File: config.mk
export PLATFORM = sky130hd
export DESIGN_NAME = sram_port_arbiter_flat
export DESIGN_NICKNAME = d
export VERILOG_FILES = /design/src/rtl/sram_arb_pkg.sv /design/src/rtl/sram_port_arbiter_if.sv /design/src/rtl/rd_tag_pipe.sv /design/src/rtl/sram_port_arbiter.sv /design/src/flat_wrapper.sv
export SDC_FILE = /design/constraint.sdc
export NUM_CORES = 1
export LEC_CHECK = 0
export CAP_MARGIN = 10
export CORE_MARGIN = 2
export CORE_UTILIZATION = 38
export DETAILED_ROUTE_END_ITERATION = 10
export PLACE_DENSITY_LB_ADDON = 0.08
export SETUP_SLACK_MARGIN = 0.15
export SYNTH_ARGS = -nofsm -noshare
export SYNTH_HDL_FRONTEND = slang
export SYNTH_SLANG_ARGS = --single-unit
File: constraint.sdc
create_clock -name clk -period 4.1 [get_ports clk]
set_input_delay 1.025 -clock clk [delete_from_list [all_inputs] [get_ports clk]]
set_output_delay 1.025 -clock clk [all_outputs]
set_load 0.005 [all_outputs]
File: src/rtl/sram_arb_pkg.sv
// Shared types and constants for the two-port SRAM arbiter.
//   owner_t  : ownership state of the arbiter (lock tracking)
//   rd_tag_t : {valid, port} tag carried alongside an outstanding read
package sram_arb_pkg;

  typedef enum logic [1:0] {
    FREE  = 2'd0,
    OWN_A = 2'd1,
    OWN_B = 2'd2
  } owner_t;

  localparam logic PORT_A = 1'b0;
  localparam logic PORT_B = 1'b1;

  // Deepest read latency the tag pipe is expected to cover.
  localparam int unsigned RD_LATENCY_MAX = 4;

  typedef struct packed {
    logic valid;
    logic port;
  } rd_tag_t;

endpackage

File: src/rtl/sram_port_arbiter_if.sv
// Requester-side bus of the SRAM port arbiter: both ports' request/response
// signals plus the shared busy flag.
//   master : requester side (drives req/we/lock/addr/wdata, sees gnt/rvalid/rdata/busy)
//   slave  : arbiter side
interface sram_port_arbiter_if #(
  parameter int unsigned DATA_WIDTH = 8,
  parameter int unsigned ADDR_WIDTH = 8
);

  logic                  req_a;
  logic                  we_a;
  logic                  lock_a;
  logic [ADDR_WIDTH-1:0] addr_a;
  logic [DATA_WIDTH-1:0] wdata_a;
  logic                  gnt_a;
  logic                  rvalid_a;
  logic [DATA_WIDTH-1:0] rdata_a;

  logic                  req_b;
  logic                  we_b;
  logic                  lock_b;
  logic [ADDR_WIDTH-1:0] addr_b;
  logic [DATA_WIDTH-1:0] wdata_b;
  logic                  gnt_b;
  logic                  rvalid_b;
  logic [DATA_WIDTH-1:0] rdata_b;

  logic                  busy;

  modport master (
    output req_a, we_a, lock_a, addr_a, wdata_a,
    output req_b, we_b, lock_b, addr_b, wdata_b,
    input  gnt_a, rvalid_a, rdata_a,
    input  gnt_b, rvalid_b, rdata_b,
    input  busy
  );

  modport slave (
    input  req_a, we_a, lock_a, addr_a, wdata_a,
    input  req_b, we_b, lock_b, addr_b, wdata_b,
    output gnt_a, rvalid_a, rdata_a,
    output gnt_b, rvalid_b, rdata_b,
    output busy
  );

endinterface

File: src/rtl/rd_tag_pipe.sv
// Shift register of {valid, port} tags that tracks outstanding reads so the
// response strobe reaches the port that issued the read.
//   clk, resetn : clock, asynchronous active-low reset (clears every stage)
//   tag_in      : tag entering stage 0
//   tag_out     : tag leaving the last stage
//   any_valid   : some stage holds a valid tag
module rd_tag_pipe
  import sram_arb_pkg::*;
#(
  parameter int unsigned DEPTH = 2
) (
  input  logic    clk,
  input  logic    resetn,
  input  rd_tag_t tag_in,
  output rd_tag_t tag_out,
  output logic    any_valid
);

  rd_tag_t stage_q [DEPTH];

  always_ff @(posedge clk or negedge resetn) begin
    if (!resetn) begin
      for (int unsigned i = 0; i < DEPTH; i++) begin
        stage_q[i] <= '0;
      end
    end else begin
      stage_q[0] <= tag_in;
      for (int unsigned i = 1; i < DEPTH; i++) begin
        stage_q[i] <= stage_q[i-1];
      end
    end
  end

  always_comb begin
    any_valid = 1'b0;
    for (int unsigned i = 0; i < DEPTH; i++) begin
      any_valid = any_valid | stage_q[i].valid;
    end
  end

  assign tag_out = stage_q[DEPTH-1];

endmodule

File: src/rtl/sram_port_arbiter.sv
// Shares one single-port SRAM macro between a loader/write port (A) and a
// read port (B). Round-robin grant with optional per-port lock, registered
// SRAM controls, and read data returned to the issuing port RD_LATENCY
// cycles after the handshake edge (legal RD_LATENCY: 1..RD_LATENCY_MAX).
//   clk, resetn        : clock, asynchronous active-low reset
//   bus (slave)        : requester handshake, responses and busy
//   csb0, web0         : SRAM select / write enable, active low, registered
//   addr0, din0        : SRAM address / write data, registered
//   dout0              : SRAM read data
module sram_port_arbiter
  import sram_arb_pkg::*;
#(
  parameter int unsigned DATA_WIDTH = 8,
  parameter int unsigned ADDR_WIDTH = 8,
  parameter int unsigned RD_LATENCY = 2
) (
  input  logic                  clk,
  input  logic                  resetn,
  sram_port_arbiter_if.slave    bus,
  output logic                  csb0,
  output logic                  web0,
  output logic [ADDR_WIDTH-1:0] addr0,
  output logic [DATA_WIDTH-1:0] din0,
  input  logic [DATA_WIDTH-1:0] dout0
);

  owner_t owner_q, owner_d;
  logic   last_q, last_d;   // port granted most recently (rr pointer)
  logic   port_q;           // port of the access currently on the SRAM pins

  logic                  want_a, want_b;
  logic                  gnt_a, gnt_b;
  logic                  hs;
  logic                  sel_port;
  logic                  sel_we;
  logic                  sel_lock;
  logic [ADDR_WIDTH-1:0] sel_addr;
  logic [DATA_WIDTH-1:0] sel_wdata;

  rd_tag_t tag_in, tag_out;
  logic    any_valid;

  // Grant. Gating with resetn keeps both grants low while reset is held.
  always_comb begin
    want_a = resetn & bus.req_a & (owner_q != OWN_B);
    want_b = resetn & bus.req_b & (owner_q != OWN_A);
    gnt_a  = 1'b0;
    gnt_b  = 1'b0;
    if (want_a && want_b) begin
      if (last_q == PORT_A) begin
        gnt_b = 1'b1;
      end else begin
        gnt_a = 1'b1;
      end
    end else begin
      gnt_a = want_a;
      gnt_b = want_b;
    end
  end

  assign bus.gnt_a = gnt_a;
  assign bus.gnt_b = gnt_b;

  // A grant implies a request, so a grant is a handshake.
  assign hs = gnt_a | gnt_b;

  always_comb begin
    sel_port  = PORT_A;
    sel_we    = bus.we_a;
    sel_lock  = bus.lock_a;
    sel_addr  = bus.addr_a;
    sel_wdata = bus.wdata_a;
    if (gnt_b) begin
      sel_port  = PORT_B;
      sel_we    = bus.we_b;
      sel_lock  = bus.lock_b;
      sel_addr  = bus.addr_b;
      sel_wdata = bus.wdata_b;
    end
  end

  // Owner FSM. A locked handshake by the owner implies lock=1, so release
  // (lock=0) and re-lock can never both hold; the owner simply stays.
  always_comb begin
    owner_d = owner_q;
    last_d  = hs ? sel_port : last_q;
    case (owner_q)
      FREE: begin
        if (hs && sel_lock) begin
          owner_d = gnt_b ? OWN_B : OWN_A;
        end
      end
      OWN_A: begin
        if (!bus.lock_a) begin
          owner_d = FREE;
        end
      end
      OWN_B: begin
        if (!bus.lock_b) begin
          owner_d = FREE;
        end
      end
      default: owner_d = FREE;
    endcase
  end

  always_ff @(posedge clk or negedge resetn) begin
    if (!resetn) begin
      owner_q <= FREE;
      last_q  <= PORT_A;
      port_q  <= PORT_A;
      csb0    <= 1'b1;
      web0    <= 1'b1;
      addr0   <= '0;
      din0    <= '0;
    end else begin
      owner_q <= owner_d;
      last_q  <= last_d;
      if (hs) begin
        csb0   <= 1'b0;
        web0   <= ~sel_we;
        addr0  <= sel_addr;
        din0   <= sel_wdata;
        port_q <= sel_port;
      end else begin
        csb0 <= 1'b1;
        web0 <= 1'b1;
      end
    end
  end

  // The tag enters the pipe from the registered issue stage, so with a pipe
  // of depth RD_LATENCY the strobe lands RD_LATENCY cycles after the
  // handshake edge. Writes push valid=0.
  always_comb begin
    tag_in.valid = ~csb0 & web0;
    tag_in.port  = port_q;
  end

  rd_tag_pipe #(
    .DEPTH(RD_LATENCY)
  ) u_rd_tag_pipe (
    .clk      (clk),
    .resetn   (resetn),
    .tag_in   (tag_in),
    .tag_out  (tag_out),
    .any_valid(any_valid)
  );

  assign bus.rvalid_a = tag_out.valid & (tag_out.port == PORT_A);
  assign bus.rvalid_b = tag_out.valid & (tag_out.port == PORT_B);
  assign bus.rdata_a  = dout0;
  assign bus.rdata_b  = dout0;
  assign bus.busy     = ~csb0 | any_valid;

endmodule

File: src/flat_wrapper.sv
// flat-port wrapper written by rule: the top's interface ports become plain ports
module sram_port_arbiter_flat import sram_arb_pkg::*;
#(
  parameter int unsigned DATA_WIDTH = 8,
  parameter int unsigned ADDR_WIDTH = 8,
  parameter int unsigned RD_LATENCY = 2
)
  (clk, resetn, csb0, web0, addr0, din0, dout0, bus_req_a, bus_we_a, bus_lock_a, bus_addr_a, bus_wdata_a, bus_req_b, bus_we_b, bus_lock_b, bus_addr_b, bus_wdata_b, bus_gnt_a, bus_rvalid_a, bus_rdata_a, bus_gnt_b, bus_rvalid_b, bus_rdata_b, bus_busy);
  sram_port_arbiter_if #(.DATA_WIDTH(DATA_WIDTH), .ADDR_WIDTH(ADDR_WIDTH)) bus_i ();
  input  logic clk;
  input  logic resetn;
  output logic csb0;
  output logic web0;
  output logic [ADDR_WIDTH-1:0] addr0;
  output logic [DATA_WIDTH-1:0] din0;
  input  logic [DATA_WIDTH-1:0] dout0;
  input wire logic [$bits(bus_i.req_a)-1:0] bus_req_a;
  input wire logic [$bits(bus_i.we_a)-1:0] bus_we_a;
  input wire logic [$bits(bus_i.lock_a)-1:0] bus_lock_a;
  input wire logic [$bits(bus_i.addr_a)-1:0] bus_addr_a;
  input wire logic [$bits(bus_i.wdata_a)-1:0] bus_wdata_a;
  input wire logic [$bits(bus_i.req_b)-1:0] bus_req_b;
  input wire logic [$bits(bus_i.we_b)-1:0] bus_we_b;
  input wire logic [$bits(bus_i.lock_b)-1:0] bus_lock_b;
  input wire logic [$bits(bus_i.addr_b)-1:0] bus_addr_b;
  input wire logic [$bits(bus_i.wdata_b)-1:0] bus_wdata_b;
  output wire logic [$bits(bus_i.gnt_a)-1:0] bus_gnt_a;
  output wire logic [$bits(bus_i.rvalid_a)-1:0] bus_rvalid_a;
  output wire logic [$bits(bus_i.rdata_a)-1:0] bus_rdata_a;
  output wire logic [$bits(bus_i.gnt_b)-1:0] bus_gnt_b;
  output wire logic [$bits(bus_i.rvalid_b)-1:0] bus_rvalid_b;
  output wire logic [$bits(bus_i.rdata_b)-1:0] bus_rdata_b;
  output wire logic [$bits(bus_i.busy)-1:0] bus_busy;
  assign bus_i.req_a = bus_req_a;
  assign bus_i.we_a = bus_we_a;
  assign bus_i.lock_a = bus_lock_a;
  assign bus_i.addr_a = bus_addr_a;
  assign bus_i.wdata_a = bus_wdata_a;
  assign bus_i.req_b = bus_req_b;
  assign bus_i.we_b = bus_we_b;
  assign bus_i.lock_b = bus_lock_b;
  assign bus_i.addr_b = bus_addr_b;
  assign bus_i.wdata_b = bus_wdata_b;
  assign bus_gnt_a = bus_i.gnt_a;
  assign bus_rvalid_a = bus_i.rvalid_a;
  assign bus_rdata_a = bus_i.rdata_a;
  assign bus_gnt_b = bus_i.gnt_b;
  assign bus_rvalid_b = bus_i.rvalid_b;
  assign bus_rdata_b = bus_i.rdata_b;
  assign bus_busy = bus_i.busy;
  sram_port_arbiter #(.DATA_WIDTH(DATA_WIDTH), .ADDR_WIDTH(ADDR_WIDTH), .RD_LATENCY(RD_LATENCY)) u_core (.clk(clk), .resetn(resetn), .bus(bus_i), .csb0(csb0), .web0(web0), .addr0(addr0), .din0(din0), .dout0(dout0));
endmodule
# --- Word level (Yosys, flattened, before mapping) ---
# Index checks and enable logic that the tools add are counted.
# Widths: inputs -> output; s select.
totals:
  regBits: 25
  input_bits: 48
  output_inout_bits: 39
  word_cells: 50
classes:
  reduce_logical: 4
  n_bitwise: 13
  eq_ne: 7
  mux: 16
op_table:
  columns: ["cell", "n"]
  rows:
  - ["$mux 8", 2]
  - ["$mux 1", 9]
  - ["$mux 2", 4]
  - ["$and 1x1->1", 7]
  - ["$ne 2x2->1 const B", 3]
  - ["$pmux 2 s3", 1]
  - ["$ne 2x1->1 const B", 2]
  - ["$not 1->1", 3]
  - ["$or 1x1->1", 3]
  - ["$reduce_and 3->1", 1]
  - ["$eq 2x1->1 const B", 1]
  - ["$eq 2x2->1 const B", 1]
  - ["$logic_and 1x1->1", 2]
  - ["$logic_not 2->1", 1]

# --- Depth between registers and ports, before layout ---
# Gate-level depths: netlist of the first run.
logic_depth:
  word_depth: 8
  depth_mapped: 5
  depth_no_buf: 4

# --- Modules after synthesis ---
# A second synthesis of the first run with hierarchy kept.
hier_totals:
  hier_cells: 106
  hier_area_um2: 1232.4
by_module_without_submodules:
  columns: ["mod", "n_inst", "cells_each", "seq_area_each_um2", "area_each_um2"]
  rows:
  - ["sram_port_arbiter", 1, 99, 528.0, 1111.1]
  - ["rd_tag_pipe", 1, 7, 100.1, 121.4]

# --- Worst setup path before layout of the first run ---
# OpenSTA, ideal clock, no wires.
synth_path:
  path_type: "input to output"
  from: "input port bus_req_b"
  to: "output port bus_gnt_a"
  path_buffers: 1
  arrival_ns: 1.544
  cell_stages: 4
  required_ns: 3.075
  path_slack_ns: 1.531
  cell_sequence: "inv_1 -> o21ai_2 -> a21oi_4 -> buf_4"
synth_between:
  elab_chain_cells: 4
synth_lines:
  columns: ["item", "line", "source"]
  rows:
  - ["start: declaration", "flat_wrapper.sv:22", "input wire logic [$bits(bus_i.req_b)-1:0] bus_req_b;"]
  - ["$and 1x1->1 (2 in series)", "sram_port_arbiter.sv:46", "want_b = resetn & bus.req_b & (owner_q != OWN_A);"]
  - ["$logic_and 1x1->1", "sram_port_arbiter.sv:49", "if (want_a && want_b) begin"]
  - ["$mux 1", "sram_port_arbiter.sv:49", null]
  - ["end: declaration", "flat_wrapper.sv:27", "output wire logic [$bits(bus_i.gnt_a)-1:0] bus_gnt_a;"]
# Every way passes these cells.

# --- Worst setup path in the final report of the first run ---
layout_path:
  from: "input port bus_req_b"
  to: "output port bus_gnt_b"
layout_between:
  elab_chain_cells: 4
layout_lines:
  columns: ["item", "line", "source"]
  rows:
  - ["$and 1x1->1 (*) (2 in series)", "sram_port_arbiter.sv:46", null]
  - ["$logic_and 1x1->1", "sram_port_arbiter.sv:49", null]
  - ["$mux 1 (*)", "sram_port_arbiter.sv:49", null]
  - ["end: declaration", "flat_wrapper.sv:30", "output wire logic [$bits(bus_i.gnt_b)-1:0] bus_gnt_b;"]
# Every way passes the cells marked *; elsewhere a longest branch is shown, timed or not.

==> results of run 1 <==
[kinds of logic after synthesis]
| logic type | after synthesis |
|---|---|
| muxes | 1 |
| and+or+nand+nor | 29 |
| buffers and inverters | 24 |
| DFF | 25 |
| AOI/OAI and AO/OA | 24 |
[where the power goes]
| part | switching, mW | internal, mW |
|---|---|---|
| Combinational | 0.0764 | 0.150 |
| Sequential | 0.0290 | 0.292 |
| Clock | 0.0668 | 0.0378 |
[synth_stat cells (all sizes together)]
master / number / area share
mux2i: 1 / 0.0078
nand2b: 2 / 0.022
a21oi: 1 / 0.013
a221o: 16 / 0.13
a21boi: 1 / 0.015
dfstp: 2 / 0.041
buf: 20 / 0.12
a21o: 2 / 0.018
nand3: 1 / 0.0039
o21ai: 1 / 0.0069
dfrtp: 23 / 0.45
o211a: 2 / 0.016
o211ai: 1 / 0.017
nor3b: 16 / 0.094
nor2: 3 / 0.0088
and2: 1 / 0.0049
inv: 4 / 0.012
nor2b: 2 / 0.0098
nand2: 4 / 0.012
[cells in the final DEF (no fill, tap or decap), drive strengths merged]
| master | n |
|---|---|
| clkdlybuf4s50 | 62 |
| dfrtp | 23 |
| nor3b | 16 |
| a221o | 16 |
| buf | 5 |
| nand2 | 4 |
| inv | 4 |
| clkbuf | 4 |
| nor2 | 3 |
| nand2b | 2 |
| nor2b | 2 |
| o211a | 2 |
| dfstp | 2 |
| a21o | 2 |
| a21boi | 1 |
| o21ai | 1 |
| a21oi | 1 |
| o211ai | 1 |
| and2 | 1 |
| nand3 | 1 |
| mux2i | 1 |
[area by class of cell]
type	count	share of cell area
Clock buffer	4	0.0141
Inverter	4	0.00807
Timing Repair Buffer	67	0.354
Multi-Input combinational cell	54	0.256
Tap cell	46	0.0309
Sequential cell	25	0.338
[sequential cells by signal, summed over array words and instances (netlist names)]
name and cells:
u_core.din0 8, u_core.u_rd_tag_pipe.stage_q 2, u_core.addr0 8, u_core.u_rd_tag_pipe.tag_out 2
u_core.last_q 1, u_core.owner_q 2, u_core.csb0 1, u_core.web0 1
[final timing paths]
kind | from | end | slack (ns) | cells past startpoint
setup reg to reg | u_core.owner_q[0]$_DFFE_PN0P_ | u_core.addr0[3]$_DFFE_PN0N_ | 2.57 | 5
hold / removal | u_core.u_rd_tag_pipe.stage_q[2]$_DFF_PN0_ | u_core.u_rd_tag_pipe.tag_out[0]$_DFF_PN0_ | 0.38 | 0
max in group asynchronous | resetn | u_core.csb0$_DFF_PN1_ | 2.75 | 2
min in group asynchronous | resetn | u_core.last_q$_DFFE_PN0N_ | 1.10 | 2
hold reg to reg | u_core.u_rd_tag_pipe.stage_q[2]$_DFF_PN0_ | u_core.u_rd_tag_pipe.tag_out[0]$_DFF_PN0_ | 0.38 | 0
setup / recovery | bus_req_b | bus_gnt_b | 0.48 | 4
[through the flow]
| step | util | std cells | hold WS [ns] | instance area [um^2] |
|---|---|---|---|---|
| floorplan | - | 103 | 0.331 | 1280 |
| global placement | 0.558 | 196 | 0.340 | 1830 |
| detailed placement | 0.558 | 196 | 0.351 | 1830 |
| CTS | 0.566 | 200 | 0.382 | 1860 |
| global route | 0.566 | 200 | 0.388 | 1860 |
| finish | 0.566 | 200 | 0.375 | 1860 |
[critical path: cells and delay by family]
kind	cells	cell delay [ns]
buffers and inverters	2	1.18
and+or+nand+nor	2	0.39
[routing by layer]
layer	GRT usage	up-vias	wire [um]
met5	0	-	0
met4	0.0182	0	0
met3	0.0290	0	196
met2	0.278	49	1510
met1	0.229	483	1360
li1	-	470	-
==> metrics.csv, run 1 <==
stage;metric;value;unit
drt;vias_per_cell;5.01;
timing;max_freq;0.276;GHz
power;ir_drop;0.158;mV
logic_synthesis;synth_cell_types;21;
drt;first_iter_violations;46;
finish;diodes;0;
power;cellPowerDensity;350;nW/um^2
logic_synthesis;synth-simple-area-share;0.155;
global_routing;grt-ovfl-total;0;
worst_setup_path;cp_slowest_cell;clkdlybuf4s50_1;
min_path;min_path_type;register to register;
floorplan;io_pins;87;
power;p_leak;0.761;nW
timing;timing.final.ws_setup;0.483;ns
worst_setup_path;path_class;primary input to primary output;
global_routing;grt_max_degree;18;
status;status;finished, final reports clean;
placed_design;port_buffers;62;
logic_synthesis;synth_xor_area_frac;0;
timing;worst_slew_pin_slew;0.521;ns
logic_synthesis;synth-adder-area-share;0;
worst_setup_path;cp_max_fo;4;
clock_tree;numCtsBuffers;3;
logic_synthesis;yosysWarnings;0;
floorplan;die_y;62.0;um
clock_tree;cts_resized;0;
worst_setup_path;cpMostUsedCell;clkdlybuf4s50_1;
clock_tree;cts_hold_buf;0;
floorplan;rows;21;
clock_tree;cts_tree;built;
worst_setup_path;crit_required;3.07;ns
logic_synthesis;netlist_instances;103;
logic_synthesis;ys_seq_area_frac;0.492;
finish;drive_gt1_frac;0.110;
clock_tree;clk_path_buf_depth;2;
worst_setup_path;path_cells;clkdlybuf4s50_1, nand2_1, nor2_1, clkdlybuf4s50_1;
placed_design;routabilityCongestion;0.832;
floorplan;core-area;3280;um^2
finish;nFillCells;289;
finish;syn_to_final_growth;45.8;%
placed_design;dp_slack;0.499;ns
drt;drt-total-wl;3070;um
clock_tree;cts_setup_buffers;0;
timing;setup_tns;0;ns
placed_design;place_hpwl;2320;um
drt;drc_errors;0;
timing;rsz0062_at_grt;false;
finish;final_nets;203;
clock_tree;clk_pin_slew;0.13;ns
timing;period_share;0.882;
logic_synthesis;synth_compound_gate_area_share;0.210;
worst_setup_path;crit_path_max_incr_delay;0.61;ns
worst_setup_path;start_kind;primary input;
clock_tree;root_buffer;clkbuf_4;
global_routing;antenna_found_initial;0;
global_routing;grt_first_pass_wirelength;4680;um
logic_synthesis;synth_top_family_by_area;compound AO/OA/AOI/OAI gates;
logic_synthesis;synthesis.area;1280;um^2
floorplan;die_w;62.0;um
global_routing;grt.total_usage;0.165;
clock_tree;cts.sinks;25;
finish;multi_input_area;475;um^2
timing;fin_skew;0.00358;ns
logic_synthesis;muxShareOfSynthArea;0.00784;
worst_setup_path;critPathArrivalTime;2.59;ns
drt;vias;1002;
clock_tree;worstSkewPairLatency;0.30;ns
power;fin_total_pwr;652;uW
logic_synthesis;synth-seq-cells;25;
timing;finalMaxSlewViolations;0;
job;cap_violations;0;
global_routing;grt_pass1_vias;982;
floorplan;initial_utilization;0.389;
floorplan;dieArea;3840;um^2
drt;detail-route-antenna-nets;0;
finish;regArea;628;um^2
timing;min_period;3.62;ns
clock_tree;htree_levels;1;
logic_synthesis;synth.avg_cell_area;12.4;um^2
timing;finalHoldViolations;0;
worst_setup_path;end_kind;primary output;
drt;wl_per_cell;15.4;um
drt;drt-pass1-iter-count;4;
timing;setup_viol;0;
timing;slew_headroom;0.651;
logic_synthesis;synth.net_count;151;
No activity file was read; power rests on OpenSTA's default activity.
==> run 2, diff against run 1 <==
--- a/config.mk
+++ b/config.mk
@@ -5,9 +5,10 @@
 export SDC_FILE = /design/constraint.sdc
 export NUM_CORES = 1
 export LEC_CHECK = 0
+export ABC_AREA = 1
 export CAP_MARGIN = 10
 export CORE_MARGIN = 2
-export CORE_UTILIZATION = 38
+export CORE_UTILIZATION = 39
 export DETAILED_ROUTE_END_ITERATION = 10
 export PLACE_DENSITY_LB_ADDON = 0.08
 export SETUP_SLACK_MARGIN = 0.15
==> constraint.sdc (replaced) <==
create_clock -name clk -period 4.55 [get_ports clk]
set_input_delay 1.1375 -clock clk [delete_from_list [all_inputs] [get_ports clk]]
set_output_delay 1.1375 -clock clk [all_outputs]
set_load 0.005 [all_outputs]
==> metrics.csv, run 2 <==
stage;metric;value;unit;change
drt;vias;1116;;+11%
logic_synthesis;synthesis.area;1330;um^2;+4.2%
finish;diodes;0;;unchanged
logic_synthesis;synth.avg_cell_area;8.75;um^2;-29%
worst_setup_path;rr_startpoint;u_core.owner_q[0]$_DFFE_PN0P_;;
clock_tree;numCtsBuffers;3;;unchanged
worst_setup_path;end_kind;primary output;;
finish;drive_gt1_frac;0.188;;+0.0777
floorplan;core-area;3310;um^2;+0.80%
min_path;holdPathStages;0;;unchanged
timing;period_share;0.872;;
worst_setup_path;path_cells;clkdlybuf4s50_1, buf_4, nand2_1, inv_1, nand3_2, nand2_2, inv_4, clkdlybuf4s50_1;;
placed_design;routabilityCongestion;0.836;;+0.47%
status;status;finished, final reports clean;;
placed_design;dp_slack;0.572;ns;+0.0731 ns
finish;reg_top3;u_core.addr0: 8 flops, u_core.din0: 8 flops;;
power;swShare;0.300;;+0.0355
timing;min_period;3.97;ns;
global_routing;antenna_found_initial;0;;unchanged
worst_setup_path;path_class;primary input to primary output;;
floorplan;io_pins;87;;unchanged
timing;timing.final.ws_setup;0.583;ns;+0.101 ns
floorplan;rows;21;;unchanged
timing;finalHoldViolations;0;;unchanged
min_path;min_from;u_core.u_rd_tag_pipe.stage_q[2]$_DFF_PN0_;;
worst_setup_path;worstRegToRegCells;8;;+3
placed_design;port_buffers;62;;unchanged
floorplan;initial_utilization;0.402;;+0.0132
drt;vias_per_cell;4.50;;-10%
worst_setup_path;start_kind;primary input;;
power;p_leak;0.896;nW;+18%
global_routing;grt_max_degree;20;;+2
worst_setup_path;cp_slowest_cell;clkdlybuf4s50_1;;
worst_setup_path;critPathArrivalTime;2.83;ns;+0.24 ns
drt;detail-route-antenna-nets;0;;unchanged
logic_synthesis;synth_edf_count;0;;unchanged
worst_setup_path;crit_required;3.41;ns;+0.34 ns
logic_synthesis;yosysMostFrequentCell;nand2_1;;
worst_setup_path;cp_top_family;buffers and inverters;;
floorplan;die_w;62.4;um;+0.72%
global_routing;grt.total_usage;0.168;;+0.00283
global_routing;grt-ovfl-total;0;;unchanged
logic_synthesis;synthFlopType;dfrtp_1;;
timing;holdWs;0.370;ns;-0.00509 ns
timing;fin_skew;0.0157;ns;+0.0121 ns
logic_synthesis;synthTopCellsByCount;nand2_1 (48), dfrtp_1 (23), buf_4 (16);;
finish;final_cell_mix;clkdlybuf4s50_1 (62), nand2_1 (48), dfrtp_1 (23);;
drt;drt-pass1-iter-count;4;;unchanged
global_routing;grt_pass1_vias;1124;;+14%
worst_setup_path;crit_path_max_incr_delay;0.54;ns;-0.07 ns
clock_tree;htree_levels;1;;unchanged
power;fin_total_pwr;631;uW;-3.2%
logic_synthesis;synth.net_count;200;;+32%
clock_tree;clk_pin_slew;0.14;ns;about the same
worst_setup_path;cp_max_fo;19;;+15
global_routing;grt_first_pass_wirelength;5260;um;+13%
logic_synthesis;yosysWarnings;0;;unchanged
logic_synthesis;synth_cell_types;18;;-14%
power;p_sw;189;uW;+9.8%
clock_tree;root_buffer;clkbuf_4;;
finish;syn_to_final_growth;42.7;%;
floorplan;die_y;62.4;um;+0.72%
min_path;min_path_type;register to register;;
power;comb_power_share;0.358;;+0.011
logic_synthesis;synth_top_area_frac;0.433;;-0.0182
clock_tree;worstSkewPairLatency;0.31;ns;about the same
worst_setup_path;cp_num_buf_inv;5;;+3
power;p_int;442;uW;-7.9%
timing;setup_viol;0;;unchanged
clock_tree;cts_resized;0;;unchanged
finish;mostFrequentLayoutCell;clkdlybuf4s50_1;;
logic_synthesis;netlist_instances;152;;+48%
power;p_clk_frac;0.155;;-0.006
logic_synthesis;ys_seq_area_frac;0.472;;-0.0199
timing;max_freq;0.252;GHz;
clock_tree;cts_tree;built;;
timing;finalMaxSlewViolations;0;;unchanged
timing;setup_tns;0;ns;unchanged
timing;worst_slew_pin_slew;0.230;ns;-0.290 ns
clock_tree;cts_setup_buffers;0;;unchanged
min_path;min_to;u_core.u_rd_tag_pipe.tag_out[0]$_DFF_PN0_;;
worst_setup_path;cpMostUsedCell;clkdlybuf4s50_1;;
clock_tree;clk_path_buf_depth;2;;unchanged
logic_synthesis;async_flop_share;1.00;;unchanged
finish;nFillCells;341;;+18%
power;power_frac_seq;0.487;;-0.006
logic_synthesis;synth_top_area_cell;dfrtp_1;;
drt;drc_errors;0;;unchanged
drt;wl_per_cell;12.5;um;-19%
timing;rsz0062_at_grt;false;;
logic_synthesis;synthTopCellsByArea;dfrtp_1 (43%), nand2_1 (14%), buf_4 (9.0%);;
worst_setup_path;rr_endpoint;u_core.addr0[0]$_DFFE_PN0N_;;
timing;slew_headroom;0.846;;+0.195
power;cellPowerDensity;332;nW/um^2;-5.1%
power;ir_drop;0.146;mV;-7.5%
drt;drt-total-wl;3090;um;+0.65%
floorplan;dieArea;3890;um^2;+1.4%
placed_design;place_hpwl;2480;um;+6.5%
job;cap_violations;0;;unchanged
worst_setup_path;r2r_slack;3.22;ns;+0.65 ns
finish;final_nets;251;;+24%
drt;first_iter_violations;24;;-48%
clock_tree;cts.sinks;25;;unchanged
clock_tree;cts_hold_buf;0;;unchanged
logic_synthesis;synth-seq-cells;25;;unchanged
-- run 2: cell families (layout without fill, tap and decap cells) --
group           after synthesis  count (layout)  share of synthesized area
simple gates                 88              88                      0.333
buf+inv                      34              84                      0.168
flops                        25              25                      0.472
compound gates                5               5                     0.0263
-- run 2: stage by stage --
stage	util	instances	cell area, um^2
5_1_grt	0.573	248	1900
3_3_place_gp	0.564	244	1870
2_1_floorplan	-	152	1330
4_1_cts	0.573	248	1900
6_report	0.573	248	1900
3_5_place_dp	0.564	244	1870
-- run 2: worst reg2reg max path, cell delays in order (launching register included) --
cell and delay (ns):
dfrtp_1 0.47, inv_2 0.08, nand2_1 0.09, nand3_2 0.11, nand2_2 0.11, nand2_2 0.07, inv_4 0.19, nand2_1 0.08
nand3_1 0.07
-- run 2: layer usage --
metal | global-route usage | part of all wire | vias to the layer above
met5 | 0 | 0 | -
met4 | 0.0444 | 0.0049 | 0
met3 | 0.0505 | 0.081 | 2
met2 | 0.288 | 0.49 | 51
met1 | 0.206 | 0.42 | 501
li1 | - | - | 562
-- run 2: worst max-delay path by stage --
stage                     startpoint   endpoint  slack [ns]  depth (start not counted)
final                         resetn  bus_gnt_b        0.58                          8
after global routing          resetn  bus_gnt_b        0.45                          8
after CTS                     resetn  bus_gnt_b        0.56                          8
after detailed placement      resetn  bus_gnt_b        0.57                          8
after global placement        resetn  bus_gnt_b        0.59                          8
after floorplan            bus_req_b  bus_gnt_b        1.75                          5
-- run 2: final cells by class --
| type | instances | area [um^2] | area share |
|---|---|---|---|
| Timing Repair Buffer | 65 | 643 | 0.339 |
| Tap cell | 46 | 57.6 | 0.0303 |
| Clock buffer | 3 | 22.5 | 0.0119 |
| Clock inverter | 1 | 7.51 | 0.00396 |
| Sequential cell | 25 | 628 | 0.331 |
| Inverter | 15 | 61.3 | 0.0323 |
| Multi-Input combinational cell | 93 | 478 | 0.252 |
-- run 2: power groups by stage --
stage	logic [mW]	clock network [mW]	registers, mW
CTS	0.231	0.102	0.308
detailed placement	0.231	0	0.311
global placement	0.227	0	0.310
finish	0.226	0.0978	0.307
global route	0.250	0.116	0.314
floorplan	0.102	0	0.309
==> run 3, diff against run 2 <==
--- a/config.mk
+++ b/config.mk
@@ -7,11 +7,9 @@
 export LEC_CHECK = 0
 export ABC_AREA = 1
 export CAP_MARGIN = 10
-export CORE_MARGIN = 2
 export CORE_UTILIZATION = 39
 export DETAILED_ROUTE_END_ITERATION = 10
 export PLACE_DENSITY_LB_ADDON = 0.08
-export SETUP_SLACK_MARGIN = 0.15
 export SYNTH_ARGS = -nofsm -noshare
 export SYNTH_HDL_FRONTEND = slang
 export SYNTH_SLANG_ARGS = --single-unit
==> metrics.csv, run 3 (synthesis results as in run 2) <==
stage;metric;value;unit;change
finish;final_cell_mix;clkdlybuf4s50_1 (62), nand2_1 (48), dfrtp_1 (23);;
timing;finalMaxSlewViolations;0;;unchanged
floorplan;io_pins;87;;unchanged
drt;detail-route-antenna-nets;0;;unchanged
power;fin_total_pwr;623;uW;-1.3%
timing;period_share;0.910;;+0.0384
floorplan;die_y;60.4;um;-3.2%
worst_setup_path;cp_top_family;buffers and inverters;;
placed_design;place_hpwl;2270;um;-8.5%
clock_tree;cts_tree;built;;
finish;reg_top3;u_core.addr0: 8 flops, u_core.din0: 8 flops;;
floorplan;dieArea;3650;um^2;-6.3%
clock_tree;htree_levels;1;;unchanged
drt;drc_errors;0;;unchanged
power;ir_drop;0.147;mV;+0.54%
clock_tree;worstSkewPairLatency;0.30;ns;about the same
global_routing;grt_pass1_vias;1194;;+6.2%
timing;slew_headroom;0.782;;-0.0644
global_routing;grt-ovfl-total;0;;unchanged
floorplan;core-area;3150;um^2;-4.8%
global_routing;grt_first_pass_wirelength;4910;um;-6.8%
worst_setup_path;path_class;primary input to primary output;;
finish;syn_to_final_growth;41.1;%;
min_path;min_path_type;register to register;;
worst_setup_path;cp_max_fo;18;;-1
floorplan;die_w;60.4;um;-3.2%
global_routing;grt.total_usage;0.179;;+0.0109
drt;first_iter_violations;17;;-29%
drt;wl_per_cell;11.8;um;-5.6%
clock_tree;clk_path_buf_depth;2;;unchanged
worst_setup_path;cp_slowest_cell;clkdlybuf4s50_1;;
min_path;min_from;u_core.u_rd_tag_pipe.stage_q[2]$_DFF_PN0_;;
timing;setup_tns;0;ns;unchanged
min_path;holdPathStages;0;;unchanged
power;cellPowerDensity;332;nW/um^2;-0.14%
worst_setup_path;crit_path_max_incr_delay;0.66;ns;+0.12 ns
power;p_leak;0.887;nW;-1.0%
worst_setup_path;rr_startpoint;u_core.owner_q[1]$_DFFE_PN0P_;;
worst_setup_path;critPathArrivalTime;3.00;ns;+0.17 ns
job;cap_violations;0;;unchanged
placed_design;port_buffers;62;;unchanged
finish;final_nets;249;;-0.80%
clock_tree;cts_setup_buffers;0;;unchanged
worst_setup_path;cpMostUsedCell;clkdlybuf4s50_1;;
timing;holdWs;0.377;ns;+0.00632 ns
min_path;min_to;u_core.u_rd_tag_pipe.tag_out[0]$_DFF_PN0_;;
global_routing;antenna_found_initial;0;;unchanged
worst_setup_path;crit_required;3.41;ns;about the same
drt;drt-total-wl;2870;um;-7.1%
worst_setup_path;start_kind;primary input;;
worst_setup_path;worstRegToRegCells;7;;-1
timing;min_period;4.14;ns;+0.175 ns
finish;mostFrequentLayoutCell;clkdlybuf4s50_1;;
timing;max_freq;0.241;GHz;-4.2%
worst_setup_path;cp_num_buf_inv;3;;-2
clock_tree;root_buffer;clkbuf_4;;
placed_design;routabilityCongestion;0.737;;-12%
worst_setup_path;rr_endpoint;u_core.addr0[4]$_DFFE_PN0N_;;
timing;finalHoldViolations;0;;unchanged
clock_tree;numCtsBuffers;3;;unchanged
worst_setup_path;r2r_slack;3.24;ns;+0.02 ns
worst_setup_path;path_cells;clkdlybuf4s50_1, nand2_1, a21oi_2, nand2_2, inv_2, clkdlybuf4s50_1;;
drt;drt-pass1-iter-count;3;;-1
drt;vias;1132;;+1.4%
status;status;finished, final reports clean;;
clock_tree;cts_hold_buf;0;;unchanged
drt;vias_per_cell;4.64;;+3.1%
finish;diodes;0;;unchanged
placed_design;dp_slack;0.385;ns;-0.188 ns
finish;drive_gt1_frac;0.175;;-0.0131
floorplan;initial_utilization;0.422;;+0.0201
worst_setup_path;end_kind;primary output;;
clock_tree;cts_resized;0;;unchanged
global_routing;grt_max_degree;21;;+5.0%
timing;worst_slew_pin_slew;0.326;ns;+0.0956 ns
floorplan;rows;20;;-4.8%
timing;fin_skew;0.00670;ns;-0.00897 ns
timing;setup_viol;0;;unchanged
clock_tree;cts.sinks;25;;unchanged
clock_tree;clk_pin_slew;0.13;ns;about the same
timing;rsz0062_at_grt;false;;
timing;timing.final.ws_setup;0.409;ns;-0.175 ns
==> run 3: cell types whose count changed in the layout (fill, tap and decap cells not counted) <==
cell	change
buf_4	-2
clkbuf_1	+1
clkinvlp_4	-1
==> run 3: through the flow <==
| stage | instance area (um^2) | utilization | std cells |
|---|---|---|---|
| 2_1_floorplan | 1330 | - | 152 |
| 5_1_grt | 1880 | 0.595 | 244 |
| 3_5_place_dp | 1850 | 0.587 | 240 |
| 4_1_cts | 1880 | 0.595 | 244 |
| 3_3_place_gp | 1850 | 0.587 | 240 |
| 6_report | 1880 | 0.595 | 244 |
==> run 3: final cells by class <==
class,count,area (um^2)
Multi-Input combinational cell,93,478
Inverter,15,61.3
Fill cell,289,1280
Timing Repair Buffer,63,628
Tap cell,44,55.1
Clock buffer,4,26.3
Sequential cell,25,628
==> run 3: power by group <==
| part | switching, mW | internal (mW) |
|---|---|---|
| sequential | 0.0332 | 0.272 |
| combinational | 0.0888 | 0.134 |
| clock | 0.0602 | 0.0341 |
| total | 0.182 | 0.441 |
==> run 3: worst max path at each step <==
| stage | cells after the start | endpoint | from | slack [ns] |
|---|---|---|---|---|
| 2_1_floorplan | 5 | bus_gnt_b | bus_req_b | 1.75 |
| 3_3_place_gp | 6 | bus_gnt_a | resetn | 0.43 |
| 3_5_place_dp | 6 | bus_gnt_a | resetn | 0.38 |
| 4_1_cts | 6 | bus_gnt_a | resetn | 0.38 |
| 5_1_grt | 6 | bus_gnt_a | resetn | 0.21 |
| 6_report | 6 | bus_gnt_a | resetn | 0.41 |
==> run 3: routing by layer <==
layer	share of wire	vias to the layer above	GRT usage	wire, um
met3	0.075	5	0.0362	214
met4	0.010	0	0.0598	29
met1	0.43	519	0.203	1240
met2	0.48	52	0.331	1390
met5	0	-	0	0
li1	-	556	-	-
==> RTL edit, RTL diff (flow settings as in run 2) <==
`RD_LATENCY` is set to 2 in 2 places; all go to 4.
--- a/src/rtl/sram_port_arbiter.sv
+++ b/src/rtl/sram_port_arbiter.sv
@@ -12,7 +12,7 @@
 #(
   parameter int unsigned DATA_WIDTH = 8,
   parameter int unsigned ADDR_WIDTH = 8,
-  parameter int unsigned RD_LATENCY = 2
+  parameter int unsigned RD_LATENCY = 4
 ) (
   input  logic                  clk,
   input  logic                  resetn,
--- a/src/flat_wrapper.sv
+++ b/src/flat_wrapper.sv
@@ -3,7 +3,7 @@
 #(
   parameter int unsigned DATA_WIDTH = 8,
   parameter int unsigned ADDR_WIDTH = 8,
-  parameter int unsigned RD_LATENCY = 2
+  parameter int unsigned RD_LATENCY = 4
 )
   (clk, resetn, csb0, web0, addr0, din0, dout0, bus_req_a, bus_we_a, bus_lock_a, bus_addr_a, bus_wdata_a, bus_req_b, bus_we_b, bus_lock_b, bus_addr_b, bus_wdata_b, bus_gnt_a, bus_rvalid_a, bus_rdata_a, bus_gnt_b, bus_rvalid_b, bus_rdata_b, bus_busy);
   sram_port_arbiter_if #(.DATA_WIDTH(DATA_WIDTH), .ADDR_WIDTH(ADDR_WIDTH)) bus_i ();
Formal check against the unedited RTL: not equivalent (a bounded check fails within 4 cycles, from zero or initial values and one cycle with resetn low).
==> RTL edit against run 2 <==
Sequential cell count is 4 higher; global-route usage is 0.29 points lower; core utilization is 0.53 points lower; worst setup slack worse by 0.18 ns; routed wire length is 1.4% lower; design area is 7.9% higher; final cell count is 3.2% higher; power is 25% higher; synthesized cell count is 2.6% higher; clock power is 120% higher; area after synthesis is 7.7% higher; sequential power is 15% higher; largest cell class is now sequential cells.
==> RTL edit: results (changes against run 2) <==
[power_and_ir_drop]
leakagePower_uw = 0.000965  ; +7.7%
ir_worst_vdd_uv = 159  ; +9.2%

[synth]
synth_common_cells = 47 x nand2_1, 27 x dfrtp_1, 16 x buf_4
async_flop_share_pct = 100  ; unchanged
avgSynthCellArea_sq_um = 9.18  ; +5.0%
ys_warn_count = 0  ; unchanged
yosysSeqAreaShare_pct = 50.8  ; +3.6 points
ys_top_cells_by_area = dfrtp_1 47%, nand2_1 12%, buf_4 8.4%, nand3_2 7.0%, nand2_2 5.2%
synth_cell_types = 19  ; +1
syn_nets = 204  ; +2.0%

[detailed_routing]
wl_per_cell_um = 11.9  ; -4.5%
avgViaCountPerCell = 4.55  ; +1.0%
firstDrtPassIters = 4  ; unchanged
wirelength_mm = 3.05  ; -1.4%
drt_iter0_markers = 35  ; +46%

[cts]
clockRootBuffer = clkbuf_8
clkTransAtPathRegs_ns = 0.06  ; -0.08 ns
clk_latency_ns = 0.28  ; -0.03 ns
cts_made_buffers = 5  ; +2

[placed_design]
post-place-cells = 248  ; +1.6%
hpwl_mm = 2.27  ; -8.4%
place_area_sq_mm = 0.00196  ; +4.8%
place.gp.congestion = 0.802  ; -4.2%

[grt]
grt_pass1_vias = 1170  ; +4.1%
grt_max_degree = 26  ; +30%
grt_pass1_wl_mm = 5.20  ; -1.3%
grtUsageTotal_pct = 16.5  ; -0.29 points

[final_layout]
drive_gt1_share_pct = 18.3  ; -0.54 points
top_regs = u_core.addr0 (8), u_core.din0 (8), u_core.u_rd_tag_pipe.stage_q (6)
fin_nets = 255  ; +1.6%

[outcome]
status = completed

[timing]
finClkSkew_ns = 0.00526  ; -0.0104 ns
worst_pin_slew_ns = 0.329  ; +0.0989 ns

[setup_path]
slowest_delay_ns = 0.65  ; +0.11 ns
path_max_fanout = 18  ; -1
slowest_stage = clkdlybuf4s50_1
arrival_ns = 3.01  ; +0.18 ns

[RTL edit: changes by cell type in the layout (fill, tap and decap cells not counted), moves of 2 or more]
| cell | change |
|---|---|
| clkbuf_8 | +6 |
| dfrtp_1 | +4 |
| clkbuf_1 | +2 |
| buf_4 | -2 |
| clkbuf_4 | -3 |
[RTL edit: final timing paths]
| check | start | to | slack (ns) | depth (start not counted) |
|---|---|---|---|---|
| max in group asynchronous | resetn | u_core.csb0 | 2.76 | 2 |
| worst max-delay path | resetn | bus_gnt_a | 0.40 | 6 |
| min in group asynchronous | resetn | u_core.addr0[1] | 1.12 | 1 |
| worst min register to register | u_core.u_rd_tag_pipe.stage_q[4] | u_core.u_rd_tag_pipe.stage_q[2] | 0.35 | 0 |
| worst min-delay path | u_core.u_rd_tag_pipe.stage_q[4] | u_core.u_rd_tag_pipe.stage_q[2] | 0.35 | 0 |
| worst max register to register | u_core.owner_q[1] | u_core.addr0[7] | 3.24 | 7 |
[RTL edit: cell families (layout without fill, tap and decap cells)]
family	Yosys count	after routing	share of synthesized area [%]
buffers and inverters	34	86	15.6
AO/OA/AOI/OAI	5	5	2.45
AND/OR/NAND/NOR	88	88	31.1
flip-flops	29	29	50.8
[RTL edit: power groups by stage]
stage | clock (uW) | sequential (uW) | combinational, uW
3_3_place_gp | 0 | 355 | 226
4_1_cts | 220 | 355 | 229
2_1_floorplan | 0 | 355 | 103
3_5_place_dp | 0 | 358 | 227
5_1_grt | 232 | 362 | 248
6_report | 212 | 354 | 225
[RTL edit: layer usage]
layer	vias to the layer above	global-route usage, %	share of wire (%)
met2	48	28.0	48
li1	575	-	-
met5	-	0	0
met3	7	5.38	8.7
met1	534	18.4	41
met4	0	8.51	2.2
[RTL edit: metrics by stage]
step	utilization [%]	worst slack, ns
finish	56.8	0.405
global route	56.8	0.298
CTS	56.8	0.398
detailed placement	54.3	0.404
global placement	54.3	0.446
floorplan	-	1.75
[RTL edit: final cells by class]
cell class                 instances  share of cell area, %
sequential                        29                   35.6
inverter                          15                   2.99
timing repair buffer              63                   30.7
tap                               48                   2.93
clock buffer                       8                   4.40
multi-input combinational         93                   23.5
